**src/rtl/wr_rd_ram.sv**
```systemverilog
// Single-port command-driven RAM: 2**ADW words, sync write, registered read.
// Define WR_RD_CLEAR_EN for a flop array that clears to zero on reset.
module wr_rd_ram #(
  parameter int DIW = 16,
  parameter int DOW = 16,
  parameter int ADW = 4
) (
  input  logic           clk,
  input  logic           rst_n,
  input  logic [1:0]     wr_rd,
  input  logic [DIW-1:0] din,
  input  logic [ADW-1:0] addr,
  output logic [DOW-1:0] dout,
  output logic           rd_vld,
  output logic           err
);

  localparam int DEPTH = 2**ADW;

  localparam logic [1:0] CMD_WR  = 2'b10;
  localparam logic [1:0] CMD_RD  = 2'b01;
  localparam logic [1:0] CMD_ILL = 2'b11;

  logic [DIW-1:0] mem [DEPTH];
  logic [DOW-1:0] rd_word;
  logic           is_wr;
  logic           is_rd;
  logic           is_ill;

  // Decode the command bus into one-hot strobes
  always_comb begin
    is_wr  = 1'b0;
    is_rd  = 1'b0;
    is_ill = 1'b0;
    unique case (wr_rd)
      CMD_WR:  is_wr  = 1'b1;
      CMD_RD:  is_rd  = 1'b1;
      CMD_ILL: is_ill = 1'b1;
      default: ;
    endcase
  end

`ifdef WR_RD_CLEAR_EN
  // Flop array: every word clears on reset, written on a write command
  always_ff @(posedge clk or negedge rst_n) begin
    if (!rst_n) begin
      for (int i = 0; i < DEPTH; i++) begin
        mem[i] <= '0;
      end
    end else if (is_wr) begin
      mem[addr] <= din;
    end
  end
`else
  // Inferable RAM: no reset, writes are blocked while reset is held
  always_ff @(posedge clk) begin
    if (rst_n && is_wr) begin
      mem[addr] <= din;
    end
  end
`endif

  generate
    if (DOW > DIW) begin : g_zext
      assign rd_word = {{(DOW-DIW){1'b0}}, mem[addr]};
    end else begin : g_trunc
      assign rd_word = mem[addr][DOW-1:0];
    end
  endgenerate

  // Registered read data plus one-cycle status pulses
  always_ff @(posedge clk or negedge rst_n) begin
    if (!rst_n) begin
      dout   <= '0;
      rd_vld <= 1'b0;
      err    <= 1'b0;
    end else begin
      rd_vld <= is_rd;
      err    <= is_ill;
      if (is_rd) begin
        dout <= rd_word;
      end
    end
  end

endmodule

```
**config.mk**
```make
export PLATFORM = sky130hd
export DESIGN_NAME = wr_rd_ram
export DESIGN_NICKNAME = d
export VERILOG_FILES = /design/src/rtl/wr_rd_ram.sv
export SDC_FILE = /design/constraint.sdc
export NUM_CORES = 1
export LEC_CHECK = 0
export ABC_AREA = 1
export BUFFER_PORTS_ARGS = -buffer_cell sky130_fd_sc_hd__buf_2
export CAP_MARGIN = 15
export CORE_UTILIZATION = 57
export CTS_BUF_LIST = sky130_fd_sc_hd__clkbuf_16
export DETAILED_ROUTE_END_ITERATION = 8
export PLACE_DENSITY = 0.74
export SLEW_MARGIN = 20
export SYNTH_ARGS = -nofsm -noshare
export SYNTH_HDL_FRONTEND = slang
export SYNTH_SLANG_ARGS = --single-unit
```
**constraint.sdc**
```tcl
create_clock -name clk -period 1.5 [get_ports clk]
set_input_delay 0.075 -clock clk [delete_from_list [all_inputs] [get_ports clk]]
set_output_delay 0.075 -clock clk [all_outputs]
set_load 0.05 [all_outputs]
```
# After elaboration in Yosys (flattened, before gate mapping)
# Memories as Yosys holds them, arrays and structs flattened. A register that Yosys moved wholly into a read port is not among the register bits.
# Cells that the tools add are included.
# Widths: inputs -> output; s select.
word_totals:
  reg_bits: 2
  word_cells: 13
  ramBits: 256
  output_inout_bits: 18
  latch_bits: 0
  mem_bits_ro: 0
  n_memories: 1
op_classes:
  n_addsub: 0
  div_mod_pow: 0
  order_cmp: 0
  shift: 0
  mux: 5
  bitwise: 0
  n_eq_ne: 3
  n_reduce_logical: 2
  n_mul: 0
memory_table:
  columns: ["name", "depth", "width", "rd", "rd_clocked_by_memory_dff", "wr", "line_no", "text"]
  rows:
  - ["mem", 16, 16, 1, 1, 1, "24", "logic [DIW-1:0] mem [DEPTH];"]
op_table:
  columns: ["operator", "count"]
  rows:
  - ["$mux 1", 5]
  - ["$eq 2x2->1 const B", 2]
  - ["$eq 2x1->1 const B", 1]
  - ["$logic_and 1x1->1", 1]
  - ["$logic_not 1->1", 1]

# Depth between registers and ports, before layout
# Gate-level depths: netlist of run 1.
logic_depth:
  depth_word: 5
  ltp_mapped: 12
  depth_no_buf: 9

# Least setup slack after synthesis of run 1
# No wires, ideal clock.
synth_timing:
  path_kind: "input to register"
  from: "input addr[2]"
  to: "memory mem[0][0], enable pin"
  path_stages: 4
  n_path_buf: 1
  setup_slack_ns: -0.308
  t_arrival_ns: 1.419
  path_cell_list: "nor2_1 > buf_2 > inv_1 > nor2_1"
synth_lines:
  columns: ["element", "line_no", "text"]
  rows:
  - ["start: declaration", "12", "input logic [ADW-1:0] addr,"]
  - ["end: declaration", "24", null]
# Straight into the memory's write port.

# Final worst setup path of run 1
layout_timing:
  from: "register dout[10] (read register of mem)"
  to: "output dout[10]"
layout_lines:
  columns: ["element", "line_no", "text"]
  rows:
  - ["start: declaration", "13", "output logic [DOW-1:0] dout,"]
# No word-level cell between the ends.

==> results of run 1 <==
## logic make-up (layout without fill, tap and decap cells)
kind of cell | Yosys count | in the layout | share of synthesized area (%)
buf+inv | 63 | 175 | 3.35
simple gates | 684 | 684 | 24.2
flops | 274 | 274 | 72.5
## sequential cells by signal (all words and copies together) (netlist names)
register / count
dout: 16
err: 1
mem: 256
rd_vld: 1
## power by group through the flow
stage | Combinational [mW] | Sequential (mW) | Clock [mW]
floorplan | 0.584 | 8.93 | 0
global placement | 1.29 | 8.69 | 0
detailed placement | 1.31 | 8.69 | 0
CTS | 1.36 | 8.53 | 6.87
global route | 1.47 | 8.54 | 7.18
finish | 1.36 | 8.53 | 6.80
## metal layers
layer	GRT usage (%)	vias up
met2	43.5	359
met4	7.87	0
li1	-	3595
met5	0	-
met3	3.67	46
met1	39.8	3659
## worst min-delay path by stage
stage	depth (start not counted)	start	slack, ns	to
3_3_place_gp	2	rst_n	0.07	dout[6]
5_1_grt	3	rst_n	0.09	dout[11]
6_report	3	rst_n	0.06	dout[10]
3_5_place_dp	2	rst_n	0.07	dout[6]
4_1_cts	3	rst_n	0.06	err
2_1_floorplan	0	rst_n	-0.22	dout[0]
## synthesized netlist by cell type, drive strengths merged
cell	n	share of area, %
nand4	16	0.89
buf	43	2.7
clkbuf	10	0.33
dfrtp	18	4.0
nand3	84	3.7
edfxtp	256	68
inv	10	0.36
nand2	515	17
nor2	69	2.4
## per-stage QoR
| step | std cells | setup TNS (ns) | power (mW) | setup WS, ns | instance area (µm²) |
|---|---|---|---|---|---|
| after floorplan | 1021 | -22.77 | 9.52 | -0.107 | 11300 |
| after global placement | 1324 | -3.23 | 9.98 | -0.0662 | 12100 |
| after detailed placement | 1324 | -7.66 | 10.0 | -0.106 | 12100 |
| after CTS | 1393 | 0 | 16.8 | 0.231 | 13200 |
| after global routing | 1393 | 0 | 17.2 | 0.208 | 13200 |
| final | 1393 | 0 | 16.7 | 0.234 | 13200 |
## final cells by class
cell class / instances / area share (%)
flip-flops and latches: 274 / 61.6
multi-input cells: 684 / 21.0
repair buffers: 116 / 7.73
clock buffers: 27 / 5.12
well taps: 260 / 2.46
clock inverters: 22 / 1.74
inverters: 10 / 0.303
## what timing repair did
item	4_1_cts	5_1_grt
buffers inserted	0	0
hold buffers	20	0
endpoints found under the hold margin	276	0
==> qor.csv, run 1 <==
metric,value,unit
clk_pin_slew_worst_paths,0.06,ns
wl_met2,12.4,mm
timing_hold_violations_final,0,
regArea,8140,µm²
crit_buf_inv,1,
gp_congestion,0.854,
cts_buffer_depth,3,
wl_met3,2.26,mm
fin_nets,1137,
worst_ep_arrival_time,1.19,ns
ys_ff_latch,274,
start_util,59.1,%
drive_above_1_share,13.8,%
path_delay_family,flip-flops,
yosysSeqAreaShare,72.5,%
utilization,69.4,%
routedLengthMet1,11.2,mm
io-pin-count,42,
slowest_delay,0.37,ns
critPathSlowestCell,dfrtp_1,
dr.first_iter.drc_count,810,
rsz0062_at_grt,no,
cp-endpoint,dout[10],
io_buffers,41,
ant_nets,0,
area_growth,17.5,%
n_antenna_cell,0,
r2r_end,dout[15],
grt_util_all_layers,27.3,%
leakagePower,5.29,nW
timing.fmax,790,MHz
startpoint,dout[10],
viasPerCell,5.50,
rows,50,
ff2ff_path_depth,8,
skew,0.00774,ns
drc,0,
gr-total-overflow,0,
synth-warning-count,0,
dieArea,20300,µm²
fin_hold_ws,0.0616,ns
avgSynthCellArea,11.0,µm²
power.switching,3.72,mW
cp-start-kind,flop,
r2r-start,mem[6][15],
multi_input_area,2770,µm²
layout_commonest_cell,nand2_1,
syn_nets,1045,
die_h,142,µm
cts_tree,built,
post_cts_resized,0,
worstPathRequired,1.42,ns
combPwrFrac,8.2,%
swShare,22.3,%
cts_num_sinks,274,
routed.top_layer,met4,
layout_common_cells,"515 x nand2_1, 256 x edfxtp_1, 84 x nand3_1, 50 x nor2_1",
peakVddDrop,0.00102,V
cp_num_cells,1,
timing.final.crit_share,84.4,%
path_class,reg2out,
drt_wl_total,26.4,mm
numCtsBuffers,27,
powerDensity,1260,nW/µm²
grt_antenna_before_repair,0,
ys_types,16,
route.vias.total,7659,
setup_violations,0,
coreArea,19000,µm²
clkPwrFrac,40.7,%
clk_latency,0.52,ns
root_buffer,clkbuf_16,
max_slew_margin,77.5,%
grt_first_pass_wirelength,40.8,mm
crit_path_end_kind,output port,
wire_per_inst,19.0,µm
max_slew.worst_pin.slew,0.337,ns
internal_power,13.0,mW
crit_chain,buf_2,
synth_area,11200,µm²
hp-class,in2async,
seqPwrFrac,51.1,%
rrSetupSlack,0.31,ns
grt_pass1_vias,7315,
grt_max_degree,58,
run_status,"complete, no violations",
firstDrtPassIters,5,
drv_cap,0,
h-tree-depth,1,
slew_violations,0,
hpwl,16.4,mm
dieWidth,142,µm
synthCells,1021,
crit_fanout,2,
finalCriticalPeriod,1.27,ns
fill_cells,1374,
No activity file was read; power rests on OpenSTA's default activity.
==> run 2: changes to the inputs <==
--- a/config.mk
+++ b/config.mk
@@ -5,7 +5,7 @@
 export SDC_FILE = /design/constraint.sdc
 export NUM_CORES = 1
 export LEC_CHECK = 0
-export ABC_AREA = 1
+export ABC_AREA = 0
 export BUFFER_PORTS_ARGS = -buffer_cell sky130_fd_sc_hd__buf_2
 export CAP_MARGIN = 15
 export CORE_UTILIZATION = 57
==> constraint.sdc (replaced) <==
create_clock -name clk -period 1.2 [get_ports clk]
set_input_delay 0.06 -clock clk [delete_from_list [all_inputs] [get_ports clk]]
set_output_delay 0.06 -clock clk [all_outputs]
set_load 0.05 [all_outputs]
==> qor.csv, run 2 <==
metric,value,unit,change
synth.area.top_cells,"edfxtp_1 73%, mux4_2 9.7%, dfrtp_1 4.3%",,"was edfxtp_1 68%, nand2_1 17%, dfrtp_1 4.0%"
combPwrFrac,8.4,%,was 8.2%
path_class,reg2reg,,was reg2out
startpoint,mem[15][13],,was dout[10]
fin_cells,881,,"was 1,393"
internal_power,15.8,mW,was 13.0 mW
cts_buffer_depth,3,,unchanged
drive_above_1_share,37.3,%,was 13.8%
run_status,"complete, but fails checks",,"was complete, no violations"
dp.cells,810,,"was 1,324"
rrSetupSlack,-0.16,ns,was 0.31 ns
yosys.area_share.xor_xnor,0,%,unchanged
synth_top_cell_by_area,edfxtp_1,,unchanged
stdcell_area,12800,µm²,"was 13,200 µm²"
avgSynthCellArea,21.0,µm²,was 11.0 µm²
viasPerCell,6.24,,was 5.50
cp-endpoint,dout[13],,was dout[10]
clk_pin_slew_worst_paths,0.06,ns,about the same
ant_nets,0,,unchanged
max_slew_margin,70.9,%,was 77.5%
layout_common_cells,"256 x edfxtp_1, 60 x buf_4, 48 x mux4_2, 32 x mux2i_1, 27 x clkbuf_16",,"was 515 x nand2_1, 256 x edfxtp_1, 84 x nand3_1, 50 x nor2_1"
wire_per_inst,25.9,µm,was 19.0 µm
numCtsBuffers,27,,unchanged
crit_fanout,1,,was 2
layout_commonest_cell,edfxtp_1,,was nand2_1
grt_first_pass_wirelength,34.4,mm,was 40.8 mm
cts_num_sinks,274,,unchanged
slew_violations,0,,unchanged
synth_top_family_by_area,multiplexers,,was simple AND/OR/NAND/NOR gates
synth_edf_count,256,,unchanged
root_buffer,clkbuf_16,,unchanged
critPathSlowestCell,mux4_2,,was dfrtp_1
dr.first_iter.drc_count,492,,was 810
h-tree-depth,1,,unchanged
crit_chain,"mux4_2, a22oi_2, a31oi_1",,was buf_2
power.switching,4.46,mW,was 3.72 mW
start_util,58.2,%,was 59.1%
route.vias.total,5496,,"was 7,659"
synth_simple_gate_area_share,2.98,%,was 24.2%
fin_nets,657,,"was 1,137"
largest_reg_flops,256,,unchanged
clkPwrFrac,38.7,%,was 40.7%
muxShareOfSynthArea,13.5,%,was 0%
yosysSeqAreaShare,77.5,%,was 72.5%
leakagePower,4.35,nW,was 5.29 nW
die_h,138,µm,was 142 µm
yosys.area.top_type_share,73.3,%,was 68.4%
wl_met3,1.88,mm,was 2.26 mm
syn_nets,523,,"was 1,045"
swShare,22.0,%,was 22.3%
ys_types,29,,was 16
rows,49,,was 50
dieWidth,138,µm,was 142 µm
fin_ws,-0.165,ns,was 0.234 ns
coreArea,18000,µm²,"was 19,000 µm²"
routedLengthMet1,9.64,mm,was 11.2 mm
gp_congestion,0.810,,was 0.854
whs_path_depth,4,,
reg.largest.list,"mem: 256 flops, dout: 16 flops",,unchanged
routed.top_layer,met4,,unchanged
regMostFlops,mem,,unchanged
worst_ep_arrival_time,1.75,ns,was 1.19 ns
crit_path_end_kind,flop,,was output port
timing_hold_violations_final,0,,unchanged
n_antenna_cell,0,,unchanged
ff2ff_path_depth,3,,was 8
drv_cap,0,,unchanged
io_buffers,41,,unchanged
drt_wl_total,22.8,mm,was 26.4 mm
cp-start-kind,flop,,unchanged
ys_ff_latch,274,,unchanged
grt_pass1_vias,5635,,"was 7,315"
finalCriticalPeriod,1.36,ns,
synth_most_common_cell,edfxtp_1,,was nand2_1
postPlaceCellArea,11600,µm²,"was 12,100 µm²"
dieArea,19000,µm²,"was 20,300 µm²"
r2r_end,dout[13],,was dout[15]
grt_antenna_before_repair,0,,unchanged
seqPwrFrac,52.9,%,was 51.1%
cp_num_cells,3,,was 1
powerDensity,1580,nW/µm²,was 1260 nW/µm²
synthAdderAreaFrac,0,%,unchanged
synth-warning-count,0,,unchanged
wl_met2,10.9,mm,was 12.4 mm
crit_buf_inv,0,,was 1
r2r-start,mem[15][13],,was mem[6][15]
peakVddDrop,0.00136,V,was 0.00102 V
grt_util_all_layers,25.8,%,was 27.3%
skew,0.0151,ns,was 0.00774 ns
synth_area,10500,µm²,"was 11,200 µm²"
firstDrtPassIters,4,,was 5
grt_max_degree,18,,was 58
clk_latency,0.53,ns,was 0.52 ns
drc,0,,unchanged
violations,negative setup slack,,
slowest_delay,0.54,ns,was 0.37 ns
worstPathRequired,1.59,ns,was 1.42 ns
utilization,71.2,%,was 69.4%
synthTopCellsByCount,"256 x edfxtp_1, 45 x mux4_2, 32 x mux2i_1",,"was 515 x nand2_1, 256 x edfxtp_1, 84 x nand3_1"
cts_tree,built,,unchanged
setup_violations,17,,was 0
io-pin-count,42,,unchanged
max_slew.worst_pin.slew,0.435,ns,was 0.337 ns
timing.final.crit_share,114,%,
hpwl,14.8,mm,was 16.4 mm
synth_top_flop_cell,edfxtp_1,,unchanged
gr-total-overflow,0,,unchanged
path_delay_family,multiplexers,,was flip-flops
synthCells,499,,"was 1,021"
rsz0062_at_grt,yes,,was no
hp-class,in2reg,,was in2async
area_growth,22.3,%,was 17.5%
timing.fmax,733,MHz,
async_flop_share,6.57,%,unchanged
synth_compound_area_share,3.82,%,was 0%
-- run 2: changes by cell type in the layout (fill, tap and decap cells not counted), sizes merged, moves of 16 or more --
| cell | change |
|---|---|
| nand3 | -84 |
| mux4 | +48 |
| a31oi | +16 |
| nand2 | -497 |
| buf | +17 |
| o221a | +16 |
| a22oi | +16 |
| nor2 | -40 |
| mux2i | +32 |
-- run 2: routing by layer --
metal / GRT usage, % / vias to the layer above
met1: 38.7 / 2845
met2: 40.0 / 281
met3: 4.42 / 35
li1: - / 2335
met4: 6.11 / 0
met5: 0 / -
-- run 2: power groups by stage --
stage / registers [mW] / logic [mW] / clock network, mW
after global routing: 10.7 / 1.79 / 8.28
after floorplan: 11.2 / 0.596 / 0
after detailed placement: 10.9 / 1.49 / 0
final: 10.7 / 1.70 / 7.83
after global placement: 10.9 / 1.45 / 0
after CTS: 10.7 / 1.65 / 7.92
-- run 2: logic make-up after synthesis --
kind of cell,after synthesis
and+or+nand+nor,67
buffers and inverters,30
AOI/OAI and AO/OA,48
DFF,274
muxes,80
-- run 2: timing repair --
action,CTS,global route
hold buffers,19,0
resized for setup,39,9
setup buffers,0,4
pin swaps,16,1
endpoints found under the setup margin,31,26
endpoints found under the hold margin,275,0
-- run 2: area by class of cell --
cell class                      instances  area [µm²]
Multi-Input combinational cell        195        2300
Fill cell                            1059        5190
Tap cell                              229         287
Timing Repair Buffer                  135        1300
Clock buffer                           27         676
Sequential cell                       274        8140
Clock inverter                         21         141
-- run 2: worst min-delay path by stage --
stage	startpoint	endpoint	slack [ns]
2_1_floorplan	rst_n	dout[0]	-0.24
3_3_place_gp	rst_n	dout[1]	0.05
3_5_place_dp	rst_n	dout[1]	0.06
4_1_cts	wr_rd[1]	rd_vld	0.03
5_1_grt	wr_rd[1]	rd_vld	0.03
6_report	wr_rd[1]	rd_vld	0.04
-- run 2: worst register-to-register path, delay by kind of cell, from the launching register on --
| kind | cells | cell delay (ns) |
|---|---|---|
| flops | 1 | 0.38 |
| compound gates | 2 | 0.31 |
| mux | 1 | 0.54 |
-- run 2: through the flow --
stage | power, mW | TNS [ns] | hold WS [ns] | worst slack, ns
2_1_floorplan | 11.8 | -123.57 | -0.236 | -0.672
3_3_place_gp | 12.3 | -71.91 | 0.0550 | -0.386
3_5_place_dp | 12.4 | -73.89 | 0.0602 | -0.399
4_1_cts | 20.3 | -1.18 | 0.0288 | -0.143
5_1_grt | 20.8 | -1.99 | 0.0319 | -0.195
6_report | 20.2 | -1.29 | 0.0412 | -0.165
==> run 3: changes to the inputs <==
==> constraint.sdc (replaced) <==
create_clock -name clk -period 1.2 [get_ports clk]
set_input_delay 0.24 -clock clk [delete_from_list [all_inputs] [get_ports clk]]
set_output_delay 0.24 -clock clk [all_outputs]
set_load 0.05 [all_outputs]
==> qor.csv, run 3 (synthesis gave the netlist of run 2 again) <==
metric,value,unit,change
postPlaceCellArea,11700,µm²,"was 11,600 µm²"
grt_first_pass_wirelength,35.1,mm,was 34.4 mm
n_antenna_cell,0,,unchanged
start_util,58.2,%,unchanged
regMostFlops,mem,,unchanged
gp_congestion,0.916,,was 0.810
fin_ws,-0.178,ns,was -0.165 ns
clk_latency,0.53,ns,about the same
stdcell_area,12900,µm²,"was 12,800 µm²"
hpwl,15.3,mm,was 14.8 mm
path_class,reg2out,,was reg2reg
rsz0062_at_grt,yes,,unchanged
max_slew_margin,64.2,%,was 70.9%
crit_path_end_kind,output port,,was flop
seqPwrFrac,53.6,%,was 52.9%
clk_pin_slew_worst_paths,0.06,ns,about the same
grt_pass1_vias,5666,,"was 5,635"
route.vias.total,5609,,"was 5,496"
fill_cells,1048,,"was 1,059"
crit_fanout,2,,was 1
ff2ff_path_depth,3,,unchanged
leakagePower,4.48,nW,was 4.35 nW
power.switching,4.38,mW,was 4.46 mW
rrSetupSlack,-0.16,ns,about the same
gr-total-overflow,0,,unchanged
drive_above_1_share,40.9,%,was 37.3%
reg.largest.list,"mem: 256 flops, dout: 16 flops",,unchanged
largest_reg_flops,256,,unchanged
drv_cap,0,,unchanged
path_delay_family,flip-flops,,was multiplexers
timing_hold_violations_final,0,,unchanged
worst_ep_arrival_time,1.14,ns,was 1.75 ns
dieWidth,138,µm,unchanged
finalCriticalPeriod,1.38,ns,was 1.36 ns
fin_nets,670,,was 657
wire_per_inst,27.2,µm,was 25.9 µm
die_h,138,µm,unchanged
r2r_end,dout[10],,was dout[13]
cts_num_sinks,274,,unchanged
critPathSlowestCell,dfrtp_1,,was mux4_2
hold_path_end,mem[13][13],,was rd_vld
hp-class,in2reg,,unchanged
slowest_delay,0.43,ns,was 0.54 ns
timing.fmax,726,MHz,was 733 MHz
clkPwrFrac,37.7,%,was 38.7%
skew,0.0159,ns,was 0.0151 ns
area_growth,23.2,%,was 22.3%
drc,0,,unchanged
swShare,21.9,%,was 22.0%
layout_common_cells,"256 x edfxtp_1, 83 x buf_4, 48 x mux4_2, 32 x mux2i_1, 28 x clkbuf_16",,"was 256 x edfxtp_1, 60 x buf_4, 48 x mux4_2, 32 x mux2i_1, 27 x clkbuf_16"
io-pin-count,42,,unchanged
coreArea,18000,µm²,unchanged
violations,negative setup slack,,unchanged
worstPathRequired,0.96,ns,was 1.59 ns
max_slew.worst_pin.slew,0.535,ns,was 0.435 ns
io_buffers,41,,unchanged
drt_wl_total,24.3,mm,was 22.8 mm
r2r-start,mem[8][10],,was mem[15][13]
multi_input_area,2310,µm²,was 2300 µm²
dr.first_iter.drc_count,587,,was 492
numCtsBuffers,27,,unchanged
h-tree-depth,1,,unchanged
cts_tree,built,,unchanged
whs_path_depth,1,,was 4
viasPerCell,6.27,,was 6.24
grt_max_degree,28,,was 18
timing.final.crit_share,115,%,was 114%
cp-start-kind,flop,,unchanged
powerDensity,1540,nW/µm²,was 1580 nW/µm²
setup_violations,39,,was 17
peakVddDrop,0.00120,V,was 0.00136 V
holdCritStartpoint,din[13],,was wr_rd[1]
layout_commonest_cell,edfxtp_1,,unchanged
root_buffer,clkbuf_16,,unchanged
rows,49,,unchanged
dieArea,19000,µm²,unchanged
fin_hold_ws,0.0883,ns,was 0.0412 ns
internal_power,15.6,mW,was 15.8 mW
crit_chain,buf_6,,"was mux4_2, a22oi_2, a31oi_1"
regArea,8140,µm²,unchanged
slew_violations,0,,unchanged
run_status,"complete, but fails checks",,unchanged
grt_antenna_before_repair,0,,unchanged
cts_buffer_depth,3,,unchanged
combPwrFrac,8.8,%,was 8.4%
grt_util_all_layers,26.7,%,was 25.8%
ant_nets,0,,unchanged
firstDrtPassIters,5,,was 4
crit_buf_inv,1,,was 0
==> run 3: cell count changes in the layout (fill, tap and decap cells not counted), moves of 6 or more <==
cell and change:
buf_4 +23, inv_1 +9, clkinv_1 -6, buf_6 +9
dlygate4sd3_1 -17
==> run 3: power groups by stage <==
stage | registers, mW | clock network [mW] | logic [mW]
finish | 10.7 | 7.52 | 1.75
global route | 10.7 | 8.02 | 1.83
CTS | 10.7 | 7.64 | 1.67
detailed placement | 10.9 | 0 | 1.47
global placement | 10.9 | 0 | 1.43
floorplan | 11.2 | 0 | 0.596
==> run 3: stage by stage <==
| stage | std cells | utilization, % | total power, mW | setup TNS, ns | worst slack, ns |
|---|---|---|---|---|---|
| 2_1_floorplan | 499 | - | 11.8 | -172.46 | -0.852 |
| 3_3_place_gp | 828 | 65.2 | 12.3 | -117.85 | -0.519 |
| 3_5_place_dp | 828 | 65.2 | 12.3 | -119.62 | -0.562 |
| 4_1_cts | 883 | 70.8 | 20.0 | -3.72 | -0.184 |
| 5_1_grt | 894 | 71.7 | 20.6 | -4.75 | -0.208 |
| 6_report | 894 | 71.7 | 20.0 | -3.56 | -0.178 |
==> run 3: routing by layer <==
metal  up-vias  GRT usage, %  part of all wire, %
li1       2361             -                    -
met1      2890          36.3                   38
met2       294          43.7                   50
met3        64          4.89                  8.0
met4         0          9.52                  3.5
met5         -             0                    0
==> run 3: what timing repair did <==
item                                   4_1_cts  5_1_grt
endpoints found under the hold margin       18        0
setup endpoints to repair                   34       60
setup buffers                                5        9
gates cloned                                 0        2
pin swaps                                   16        2
hold buffers                                 2        0
gates resized for setup                     53       14
==> run 3: final cells by class <==
class | instances | share of cell area (%)
flip-flops and latches | 274 | 63.0
multi-input cells | 195 | 17.9
repair buffers | 148 | 10.8
clock buffers | 27 | 5.23
well taps | 229 | 2.22
clock inverters | 21 | 0.881
==> run 3: worst max-delay path by stage <==
| stage | startpoint | end | slack (ns) | cells past startpoint |
|---|---|---|---|---|
| 2_1_floorplan | addr[1] | mem[0][0] | -0.85 | 5 |
| 3_3_place_gp | addr[1] | mem[0][2] | -0.52 | 4 |
| 3_5_place_dp | addr[1] | dout[10] | -0.56 | 5 |
| 4_1_cts | dout[7] | dout[7] | -0.18 | 1 |
| 5_1_grt | dout[10] | dout[10] | -0.21 | 1 |
| 6_report | dout[7] | dout[7] | -0.18 | 1 |
